[src/rtl/imm_ext_pkg.sv]
// Shared types for the immediate-extension pipeline: extension modes and
// skid-buffer occupancy states.
package imm_ext_pkg;

    typedef enum logic [1:0] {
        EXT_ZERO      = 2'b00,
        EXT_SIGN      = 2'b01,
        EXT_SIGN_LONG = 2'b10,
        EXT_SIGN_SHL  = 2'b11
    } ext_mode_e;

    typedef enum logic [1:0] {
        ST_EMPTY = 2'd0,
        ST_ONE   = 2'd1,
        ST_FULL  = 2'd2
    } buf_state_e;

endpackage

[src/rtl/imm_ext_core.sv]
// Combinational immediate extender. Mode 11 is a shifted long sign-extension
// when IMM_EXT_SHIFT_EN is defined, otherwise it yields 0 and flags illegal.
module imm_ext_core
    import imm_ext_pkg::*;
#(
    parameter int IMM_W     = 20,
    parameter int HALF_W    = 16,
    parameter int DATA_W    = 32,
    parameter int SHIFT_AMT = 2
) (
    input  logic [1:0]        ext_sel_i,
    input  logic [IMM_W-1:0]  imm_i,
    output logic [DATA_W-1:0] imm_ext_o,
    output logic              illegal_o
);

    ext_mode_e mode;
    assign mode = ext_mode_e'(ext_sel_i);

`ifdef IMM_EXT_SHIFT_EN
    logic [DATA_W-1:0] long_ext;
    assign long_ext = DATA_W'($signed(imm_i));
`endif

    always_comb begin
        imm_ext_o = '0;
        illegal_o = 1'b0;
        unique case (mode)
            EXT_ZERO:      imm_ext_o = DATA_W'(imm_i[HALF_W-1:0]);
            EXT_SIGN:      imm_ext_o = DATA_W'($signed(imm_i[HALF_W-1:0]));
            EXT_SIGN_LONG: imm_ext_o = DATA_W'($signed(imm_i));
            EXT_SIGN_SHL: begin
`ifdef IMM_EXT_SHIFT_EN
                imm_ext_o = long_ext << SHIFT_AMT;
`else
                imm_ext_o = '0;
                illegal_o = 1'b1;
`endif
            end
            default: imm_ext_o = '0;
        endcase
    end

endmodule

[src/rtl/imm_extend_pipe.sv]
// Immediate extender behind a 2-entry skid buffer (output reg + skid reg).
// Optional mode-11 shift feature is enabled by defining IMM_EXT_SHIFT_EN.
module imm_extend_pipe
    import imm_ext_pkg::*;
#(
    parameter int IMM_W     = 20,
    parameter int HALF_W    = 16,
    parameter int DATA_W    = 32,
    parameter int SHIFT_AMT = 2
) (
    input  logic              clk_i,
    input  logic              rst_i,
    input  logic              valid_i,
    output logic              ready_o,
    input  logic [1:0]        ext_sel_i,
    input  logic [IMM_W-1:0]  imm_i,
    output logic              valid_o,
    input  logic              ready_i,
    output logic [DATA_W-1:0] imm_ext_o,
    output logic              illegal_o,
    input  logic              clear_i,
    output logic [1:0]        state_o
);

    if (HALF_W > IMM_W || IMM_W > DATA_W) begin : g_bad_params
        $error("imm_extend_pipe: require HALF_W <= IMM_W <= DATA_W");
    end

    // Handshake: a transfer happens on a rising edge where valid and ready are
    // both high; once valid_o is up, imm_ext_o/valid_o hold until accepted.

    buf_state_e        state_q, state_d;
    logic [DATA_W-1:0] out_q, skid_q, ext_data;
    logic              ext_illegal;
    logic              ready_q, illegal_q;
    logic              in_xfer, out_xfer;
    logic              load_out_in, load_out_skid, load_skid;

    imm_ext_core #(
        .IMM_W    (IMM_W),
        .HALF_W   (HALF_W),
        .DATA_W   (DATA_W),
        .SHIFT_AMT(SHIFT_AMT)
    ) u_core (
        .ext_sel_i(ext_sel_i),
        .imm_i    (imm_i),
        .imm_ext_o(ext_data),
        .illegal_o(ext_illegal)
    );

    assign in_xfer  = valid_i && ready_q;
    assign out_xfer = valid_o && ready_i;

    always_ff @(posedge clk_i or posedge rst_i) begin
        if (rst_i) begin
            state_q <= ST_EMPTY;
            ready_q <= 1'b1;
        end else begin
            state_q <= state_d;
            ready_q <= (state_d != ST_FULL);
        end
    end

    always_comb begin
        state_d       = state_q;
        load_out_in   = 1'b0;
        load_out_skid = 1'b0;
        load_skid     = 1'b0;
        unique case (state_q)
            ST_EMPTY: begin
                if (in_xfer) begin
                    state_d     = ST_ONE;
                    load_out_in = 1'b1;
                end
            end
            ST_ONE: begin
                if (in_xfer && out_xfer) begin
                    load_out_in = 1'b1;
                end else if (in_xfer) begin
                    state_d   = ST_FULL;
                    load_skid = 1'b1;
                end else if (out_xfer) begin
                    state_d = ST_EMPTY;
                end
            end
            ST_FULL: begin
                // ready_o is low here, so only the drain path can fire
                if (out_xfer) begin
                    state_d       = ST_ONE;
                    load_out_skid = 1'b1;
                end
            end
            default: state_d = ST_EMPTY;
        endcase
    end

    always_comb begin
        valid_o   = (state_q != ST_EMPTY);
        ready_o   = ready_q;
        imm_ext_o = out_q;
        illegal_o = illegal_q;
        state_o   = state_q;
    end

    always_ff @(posedge clk_i or posedge rst_i) begin
        if (rst_i) begin
            out_q  <= '0;
            skid_q <= '0;
        end else begin
            if (load_out_in)        out_q  <= ext_data;
            else if (load_out_skid) out_q  <= skid_q;
            if (load_skid)          skid_q <= ext_data;
        end
    end

    // Set wins over a simultaneous clear.
    always_ff @(posedge clk_i or posedge rst_i) begin
        if (rst_i)                        illegal_q <= 1'b0;
        else if (in_xfer && ext_illegal)  illegal_q <= 1'b1;
        else if (clear_i)                 illegal_q <= 1'b0;
    end

endmodule
[config.mk]
export PLATFORM = sky130hd
export DESIGN_NAME = imm_extend_pipe
export DESIGN_NICKNAME = d
export VERILOG_FILES = /design/src/rtl/imm_ext_pkg.sv /design/src/rtl/imm_ext_core.sv /design/src/rtl/imm_extend_pipe.sv
export SDC_FILE = /design/constraint.sdc
export NUM_CORES = 1
export LEC_CHECK = 0
export ABC_AREA = 1
export CAP_MARGIN = 0
export CORE_ASPECT_RATIO = 1.4
export CORE_MARGIN = 5
export CORE_UTILIZATION = 25
export CTS_CLUSTER_DIAMETER = 60
export DETAILED_ROUTE_END_ITERATION = 8
export HOLD_SLACK_MARGIN = 0.05
export PLACE_DENSITY = 0.47
export SETUP_SLACK_MARGIN = 0.3
export SLEW_MARGIN = 20
export SYNTH_ARGS = -nofsm -noshare
export SYNTH_HDL_FRONTEND = slang
export SYNTH_SLANG_ARGS = --single-unit
export TNS_END_PERCENT = 20
[constraint.sdc]
create_clock -name clk_i -period 2.55 [get_ports clk_i]
set_input_delay 0.51 -clock clk_i [delete_from_list [all_inputs] [get_ports clk_i]]
set_output_delay 0.51 -clock clk_i [all_outputs]
set_load 0.03 [all_outputs]
==> flow_metrics.py <==
metrics = {
    "run_status": {
        "status": "complete, no violations",
    },
    "detailed_routing": {
        "drt-pass1-iter-count": 4,
        "wl_met3_um": 464,
        "topRoutingLayerUsed": "met4",
        "met1_length_mm": 2.37,
        "wl_per_cell_um": 13.0,
        "wl_met2_mm": 2.69,
        "via_per_inst": 4.42,
        "drc": 0,
        "vias": 1907,
        "totalWireLength_mm": 5.59,
        "drtIter0Drc": 70,
        "ant_nets": 0,
    },
    "clock_tree": {
        "hold_buffers": 0,
        "cts-root-buf": "clkbuf_16",
        "cts.clk_slew.worst_paths_ps": 60,
        "cts_tree": "yes",
        "htree_num_levels": 2,
        "clock_path_buffers": 2,
        "cts_resized": 0,
        "post_cts_buffers": 0,
        "cts_made_buffers": 5,
        "cts_sinks": 44,
        "worstSkewPairLatency_ps": 280,
    },
    "placed_design": {
        "dpl.hpwl_mm": 3.68,
        "gp_congestion": 0.757,
        "place_ws_ps": 476,
        "port_buffers": 63,
    },
    "die": {
        "placementRows": 40,
        "initial_core_util_pct": 25.4,
        "dieHeight_um": 120,
        "fp.coreArea_um2": 8510,
        "dieArea_um2": 10600,
        "ioPinCount": 64,
        "fp.dieW_um": 88.6,
    },
    "worst_setup_path": {
        "r2r-end": "skid_q[2]",
        "cp.required_ps": 2040,
        "r2r_setup_slack_ps": 970,
        "crit_path_start_kind": "register",
        "rr_worst_depth": 6,
        "critPathKind": "reg -> out",
        "crit_fanout": 6,
        "worstReg2RegStart": "state_o[0]",
        "crit_path_end_kind": "output pin",
        "arrival_ps": 1610,
    },
    "worst_hold_path": {
        "hold_path_class": "reg -> reg",
        "min_from": "skid_q[7]",
        "holdPathEnd": "skid_q[7]",
        "min_path_cells": 2,
    },
    "grt": {
        "grt_antenna_before_repair": 0,
        "grt-ovfl-total": 0,
        "grt_pass1_wl_mm": 9.12,
        "grt_pass1_vias": 1862,
        "grt_usage_pct": 11.0,
        "grt_max_degree": 45,
    },
    "sta": {
        "finalCritPeriodShare_pct": 83.0,
        "hold_violations": 0,
        "layout_min_cycle_time_ps": 2120,
        "finalWorstSetupSlack_ps": 433,
        "clock.fmax_mhz": 472,
        "finalSetupViolCount": 0,
        "drv_slew": 0,
        "finalSetupTns_ps": 0,
        "rsz0062_at_grt": "false",
        "relSlewSlack_pct": 53.2,
        "whs_ps": 470,
        "skew_ps": 2.18,
        "tightest_slew_ps": 700,
    },
    "cells_and_area": {
        "n_antenna_cell": 0,
        "utilization_pct": 34.6,
        "nNetsFinal": 353,
        "mostFrequentLayoutCell": "nand2_1",
        "final_cell_mix": "nand2_1 (91), nand3_1 (65), clkdlybuf4s50_1 (63)",
        "areaGrowthSynthToFinish_pct": 36.3,
        "drive_gt1_share_pct": 6.75,
    },
    "synthesis": {
        "ys_ff_latch": 44,
        "synth_cells": 278,
        "yosys_warnings": 0,
        "avgSynthCellArea_um2": 7.77,
        "yosysSeqAreaShare_pct": 51.0,
        "synth_cell_type_count": 16,
        "netlist_area_um2": 2160,
        "syn-num-nets": 305,
    },
    "run": {
        "maxCapViolCount": 0,
    },
    "pwr": {
        "p_per_area_nw_per_um2": 1240,
        "peakVddDrop_mv": 0.552,
        "cellLeakagePower_nw": 1.44,
    },
}
synthesized netlist by cell type:
cell	instances	area [um^2]
inv_2	3	11.3
nor3_1	1	5.00
nor2_1	18	67.6
buf_2	10	50.1
nand3_2	1	10.0
dfstp_2	1	26.3
o22ai_1	1	6.26
a21oi_2	1	8.76
inv_1	22	82.6
nand3_1	65	325
nand2_2	1	6.26
o21ai_0	2	10.0
dfrtp_1	43	1080
nand2_1	91	342
nor2_2	1	6.26
buf_4	17	128
critical path, stage by stage (launching register included):
cell	delay (ps)
dfrtp_1	460
inv_2	90
nand2_2	100
clkdlybuf4s50_1	680
metal layers:
metal / GRT usage, % / vias up
met5: 0 / -
li1: - / 956
met3: 2.75 / 4
met4: 4.16 / 0
met2: 17.7 / 63
met1: 13.9 / 884
worst max path at each step:
stage          startpoint            to  slack (ps)  cells after the start
6_report       state_o[0]       valid_o         430                      3
5_1_grt        state_o[1]       valid_o         370                      3
4_1_cts        state_o[0]       valid_o         420                      3
3_5_place_dp      valid_i  imm_ext_o[6]         480                      6
3_3_place_gp      ready_i  imm_ext_o[5]         460                      6
2_1_floorplan       rst_i     illegal_o        1010                      1
sequential cells by signal, summed over array words and instances (netlist names):
register and flops:
state_o 2, skid_q 20, illegal_o 1, ready_o 1, imm_ext_o 20
area by class of cell:
type	instances	area (um^2)
Fill cell	912	5560
Tap cell	105	131
Sequential cell	44	1100
Inverter	25	93.8
Clock buffer	7	153
Timing Repair Buffer	68	668
Multi-Input combinational cell	182	797
stage by stage:
stage | total power, mW | area, um^2 | cells
2_1_floorplan | 2.43 | 2160 | 278
3_3_place_gp | 3.01 | 2790 | 424
3_5_place_dp | 3.04 | 2790 | 424
4_1_cts | 3.71 | 2950 | 431
5_1_grt | 3.89 | 2950 | 431
6_report | 3.65 | 2950 | 431
power breakdown:
group          switching (mW)  internal (mW)
clock                   0.248          0.411
sequential              0.197           1.01
combinational            1.12          0.662
kinds of logic (layout without fill, tap and decap cells):
| logic type | after synthesis | in the layout | synth area share, % |
|---|---|---|---|
| buffers and inverters | 52 | 100 | 12.6 |
| DFF | 44 | 44 | 51.0 |
| AOI/OAI and AO/OA | 4 | 4 | 1.16 |
| and+or+nand+nor | 178 | 178 | 35.3 |
Power figures use the tool's default switching activity.
